==> src/rtl/mux4_rr_arbiter.sv <==
// Round-robin arbiter that shares a 4:1 one-bit mux among four requesters.
// A tenure is capped at MAX_BURST cycles only while someone else is waiting.
module mux4_rr_arbiter #(
  parameter int unsigned MAX_BURST = 4
) (
  input  logic       clk,
  input  logic       rst_n,
  input  logic [3:0] req,
  input  logic [3:0] a,
  output logic [3:0] grant,
  output logic [1:0] sel,
  output logic       busy,
  output logic       y
);

  localparam int unsigned CNT_W = (MAX_BURST > 1) ? $clog2(MAX_BURST) : 1;
  localparam logic [CNT_W-1:0] CNT_MAX = CNT_W'(MAX_BURST - 1);

  typedef enum logic {
    IDLE,
    GRANT
  } state_t;

  state_t           state;
  logic [1:0]       ptr;
  logic [CNT_W-1:0] cnt;

  logic [3:0] owner_oh;
  logic [3:0] others;
  logic       at_limit;
  logic       tenure_end;
  logic [3:0] search_mask;
  logic [1:0] search_start;
  logic [1:0] cand;
  logic [1:0] winner;
  logic       found;

  // Current owner status and end-of-tenure condition
  always_comb begin
    owner_oh   = 4'b0001 << sel;
    others     = req & ~owner_oh;
    at_limit   = (cnt == CNT_MAX);
    tenure_end = !req[sel] || (at_limit && (|others));
  end

  // Rotating winner search: from ptr when idle, from owner+1 over the others at hand-over
  always_comb begin
    search_start = ptr;
    search_mask  = req;
    if (state == GRANT) begin
      search_start = sel + 2'd1;
      search_mask  = others;
    end
    found  = 1'b0;
    winner = search_start;
    cand   = 2'd0;
    // Scan farthest-first so the closest requester to the start position wins
    for (int i = 3; i >= 0; i--) begin
      cand = search_start + 2'(i);
      if (search_mask[cand]) begin
        found  = 1'b1;
        winner = cand;
      end
    end
  end

  // Arbitration FSM with registered grant/sel/busy
  always_ff @(posedge clk) begin
    if (!rst_n) begin
      state <= IDLE;
      grant <= 4'b0000;
      sel   <= 2'd0;
      busy  <= 1'b0;
      ptr   <= 2'd0;
      cnt   <= '0;
    end else begin
      case (state)
        IDLE: begin
          if (found) begin
            state <= GRANT;
            grant <= 4'b0001 << winner;
            sel   <= winner;
            busy  <= 1'b1;
            cnt   <= '0;
          end
        end
        GRANT: begin
          if (tenure_end) begin
            ptr <= sel + 2'd1;
            cnt <= '0;
            if (found) begin
              grant <= 4'b0001 << winner;
              sel   <= winner;
            end else begin
              state <= IDLE;
              grant <= 4'b0000;
              busy  <= 1'b0;
            end
          end else if (!at_limit) begin
            cnt <= cnt + CNT_W'(1);
          end
        end
        default: begin
          state <= IDLE;
          grant <= 4'b0000;
          busy  <= 1'b0;
        end
      endcase
    end
  end

  // Shared mux output, forced low when nobody holds the grant
  assign y = busy & a[sel];

endmodule

==> config.mk <==
export PLATFORM = sky130hd
export DESIGN_NAME = mux4_rr_arbiter
export DESIGN_NICKNAME = d
export VERILOG_FILES = /design/src/rtl/mux4_rr_arbiter.sv
export SDC_FILE = /design/constraint.sdc
export NUM_CORES = 1
export LEC_CHECK = 0
export ABC_AREA = 1
export CAP_MARGIN = 20
export CORE_MARGIN = 2
export CORE_UTILIZATION = 40
export CTS_CLUSTER_SIZE = 28
export DETAILED_ROUTE_END_ITERATION = 10
export GPL_TIMING_DRIVEN = 1
export PLACE_DENSITY = 0.65
export SLEW_MARGIN = 20
export SYNTH_ARGS = -nofsm -noshare
export SYNTH_HDL_FRONTEND = slang
export SYNTH_SLANG_ARGS = --single-unit
==> constraint.sdc <==
create_clock -name clk -period 3.3 [get_ports clk]
set_input_delay 0.495 -clock clk [delete_from_list [all_inputs] [get_ports clk]]
set_output_delay 0.495 -clock clk [all_outputs]
set_load 0.02 [all_outputs]
# Word-level counts from Yosys, hierarchy flattened

Cells that the tools add are included.

$add $sub $neg: 5
Bitwise operators: 4
Equality and inequality tests: 5
Magnitude comparators: 5
Reductions and logical operators: 8
Shifts and indexed selects: 2
Mux-type cells: 40

Operators with widths:

| kind                                                        | number |
|---|---|
| two-way mux 2 bit                                           | 10 |
| two-way mux 4 bit                                           | 4 |
| less-than comparator 2 x 3 -> 1 bit (second input constant) | 5 |
| two-way mux 1 bit                                           | 15 |
| binary-select mux 1 bit (select 2 bit)                      | 6 |
| one-hot mux 2 bit (2 select lines)                          | 2 |
| one-hot mux 4 bit (2 select lines)                          | 1 |
| left shift 1 x 2 -> 4 bit (first input constant)            | 2 |
| adder 2 x 1 -> 2 bit (second input constant)                | 3 |
| AND reduction 2 bit                                         | 3 |
| adder 2 bit (second input constant)                         | 2 |
| AND 4 bit                                                   | 1 |
| != test 2 bit (second input constant)                       | 2 |
| NOT 4 bit                                                   | 1 |
| one-hot mux 1 bit (2 select lines)                          | 2 |
| OR reduction 4 bit                                          | 1 |
| != test 3 x 2 -> 1 bit (second input constant)              | 1 |
| AND reduction 3 bit                                         | 1 |
| == test 2 bit (second input constant)                       | 1 |
| != test 2 x 1 -> 1 bit (second input constant)              | 1 |
| AND 1 bit                                                   | 1 |
| logical AND 1 bit                                           | 1 |
| logical NOT 1 bit                                           | 1 |
| logical OR 1 bit                                            | 1 |
| NOT 1 bit                                                   | 1 |

Register bits: 12
Word-level logic and storage cells: 75
Bits of input ports: 10

# Longest topological paths before layout

Depth in word-level cells: 14
Gate-level depth with buffers: 18
Depth with buffers taken out: 18

# Least setup slack after synthesis

No wires, ideal clock.

Kind: flip-flop to flip-flop
Start point: register sel[0]
End point: register busy
Library setup time: 0.117 ns
Data required time: 3.183 ns
Clock period less this slack: 2.359 ns
Stages on the path, launching flop included: 18
Path buffers: 0
Path slack: 0.941 ns
Data arrival time: 2.242 ns
Cells stage by stage: dfxtp_1 -> inv_2 -> ha_1 -> inv_1 -> nand2_1 -> nand2_1 -> nand2_1 -> nand2_2 -> nand2_2 -> nand2_2 -> nor2_4 -> nand2_1 -> inv_1 -> ha_1 -> inv_1 -> nor2_1 -> o221ai_1 -> inv_1

Cells in the longest elaborated chain, start to end: 12

Ends and longest elaborated chain:

| item                                                                          | RTL line | source |
|---|---|---|
| start: declaration                                                            | 11       | `output logic [1:0] sel,` |
| start signal: assignment                                                      | 82       | `sel <= winner;` |
| start signal: assignment                                                      | 93       | `sel <= winner;` |
| parallel branches: the longest is 11 deep, another holds adder 2 x 1 -> 2 bit | -        |  |
| AND reduction 3 bit (no line) *                                               | -        |  |
| end signal: assignment                                                        | 73       | `busy <= 1'b0;` |
| end signal: assignment                                                        | 83       | `busy <= 1'b1;` |
| end signal: assignment                                                        | 97       | `busy <= 1'b0;` |
| end: declaration                                                              | 12       | `output logic busy,` |

Every way passes the cells marked *. The select of a mux whose other input is x is not followed.
A chain may end at the register's enable or synchronous reset.

# Worst setup path after layout

Ends and elaborated chain as after synthesis.

==> results.md <==
* Syn Area/Cell at 6.410 sq um
* Crit path max-delay family: simple AND/OR/NAND/NOR gates
* Post-placement cell area at 0.001241 sq mm
* Critical Path RT at 3470 ps
* Ys Warns at 0
* FP Rows at 18
* Mapped Area at 0.001045 sq mm
* Worst Path Max Fanout at 10
* Gp weighted congestion at 0.8388
* Synth area leader: dfxtp_1
* Die area at 0.003037 sq mm
* Synth cell count leaders: nand2_1, inv_1, nand2_2, a21oi_1, dfxtp_1
* Tcrit/Tclk final at 75.97%
* Worst-Skew Late Latency at 270 ps
* Reg2reg start: sel[0]
* CP Data Arrival Time at 2680 ps
* Status: completed
* Critical Path Source: sel[0]
* Hold Crit Class: reg2reg
* Crit path kind: reg2reg
* Fin area at 0.001277 sq mm
* Clock-pin slew on the worst setup and hold paths at 70 ps
* Number of global-route vias before repair at 834
* Synth async-reset ratio at 0%
* Fillers at 243
* First-pass DRT Iterations at 4
* Max-slew violations at 0
* Top-area cell type share of the netlist area at 22.99%
* First-pass GRT wire length at 3.753 mm
* DIE HEIGHT at 55.11 um
* DR DRC count at 0
* Yosys reg bits at 12
* Setup ws final at 793.0 ps
* Worst Hold Launch: grant[1]
* CTS Buf Count at 3
* Top cells by area, synth: dfxtp_1, nand2_1, nand2_2, inv_1, ha_1
* Sink Count at 12
* Die width at 55.11 um
* Cells along the critical path: inv_2 > ha_1 > inv_1 > nand2_1 > nand2_1 > nand2_1 > nand2_2 > nand2_2 > nand2_2 > nor2_4 > nand2_1 > inv_1 > ha_1 > inv_1 > nor2_1 > o221ai_1 > inv_1
* Htree depth at 1
* Sequential area share after synthesis at 22.99%
* Worst slew margin at 67.93%
* Syn Inst Count at 163
* Initial antenna violation count at 0
* Top_reg_cell synth: dfxtp_1
* Pin count of the biggest net entering global routing at 12
* Per-cell routed wire length at 10.73 um
* Syn nets at 179
* # diodes at 0
* Root buffer cell: clkbuf_4
* DR vias/cell at 4.803
* Max clock buf depth at 2
* CP Capture Type: register
* Hold Buf Count CTS at 0
* Hpwl dp at 1.877 mm
* Max Clk Rate at 398.9 MHz
* Worst path slowest cell: dfxtp_1
* Total track usage at 16.84%
* Setup bufs post-CTS at 0
* Worst slack, placed at 814.2 ps
* CTS tree: yes
* EDFF count, synth at 0
* CP Launch Type: register
* Initial Util at 42.17%
* Endpoints failing setup at 0
* Unique masters post-synth at 22
* Vias at 1023
* Final Util at 51.57%
* Final setup TNS at 0 ps
* RSZ-0062 raised after global routing: no
* CP max stage delay at 530 ps
* # IOs at 18
* Total Wirelength at 2.285 mm
* Top-count cell post-synth: nand2_1
* Post-layout min period at 2507 ps
* Final #Nets at 200
* Clock skew at 2.107 ps
* WP buf/inv at 5
* Total gr overflow at 0
* Worst-margin pin slew at 480.4 ps
* # port buffers at 17
* Initial DRC count at 29
* Maxcap violations at 0
* Post-CTS Resized at 0
* Area growth from synthesis to layout at 22.28%
* Antenna-violating nets left at 0
* Core Region at 0.002477 sq mm
* Layout cells sized above 1 at 18.58%
* Final Hold Viols at 0
final cells by class:
cell class	instances	area, sq um	area share [%]
multi-input combinational	126	703.2	55.04
clock buffer	4	36.28	2.840
inverter	24	90.09	7.052
timing repair buffer	17	170.2	13.32
tap	30	37.54	2.938
sequential	12	240.2	18.80
sequential cells by signal, indices dropped and copies added, names as in the netlist:
register and count:
busy 1, cnt 2, grant 4, ptr 2
sel 2, state 1
path summary, 6_finish.rpt:
check | to | slack, ps | cells after the start
hold / removal | grant[1] | 470 | 2
setup / recovery | busy | 790 | 17
setup reg to reg | busy | 790 | 17
hold reg to reg | grant[1] | 470 | 2
worst reg2reg max path, cell delays in order, from the launching register on:
cell	delay (ps)
dfxtp_1	530
inv_2	150
ha_1	340
inv_1	80
nand2_1	50
nand2_1	150
nand2_1	80
nand2_2	90
nand2_2	70
nand2_2	100
nor2_4	50
nand2_1	70
inv_1	40
ha_1	260
inv_1	70
nor2_1	40
o221ai_1	180
inv_1	60
per-stage QoR:
stage                     instances  hold slack [ps]
final                           213            466.5
after global routing            213            488.3
after CTS                       213            473.8
after detailed placement        209            461.8
after global placement          209            455.9
after floorplan                 163            487.6
routing by layer:
layer	part of all wire, %	GRT usage, %	up-vias
met3	2.0	1.613	4
met5	0	0	-
met2	44	24.60	11
met4	1.0	6.098	0
met1	53	25.37	452
li1	-	-	556
placed cells by master, fill, tap and decap left out:
cell             count
clkbuf_4             3
nor2_1               8
nand2_1             46
dfxtp_1             12
ha_1                 6
nor2_4               3
inv_2                2
clkbuf_8             1
clkdlybuf4s50_1     17
a21oi_4              1
nand2_4              2
nand2_2             20
o221ai_1             1
o21ai_4              1
nand4_1              2
nor3_1               2
a211oi_1             1
inv_1               22
a21oi_1             14
a21boi_0             1
o21ai_0              9
o21ai_1              2
nand3_1              6
nand3_2              1
cells by family (layout without fill, tap and decap cells):
| logic type | count (synthesis) | after routing | synth area share, % |
|---|---|---|---|
| flip-flops | 12 | 12 | 22.99 |
| AO/OA/AOI/OAI | 30 | 30 | 17.37 |
| buffers and inverters | 25 | 45 | 9.701 |
| AND/OR/NAND/NOR | 90 | 90 | 42.75 |
| adder cells (fa/ha/maj) | 6 | 6 | 7.185 |
Power is left out: the tool's default activity adds up to more than one toggle a clock period on the data nets, which glitch-free logic cannot reach.
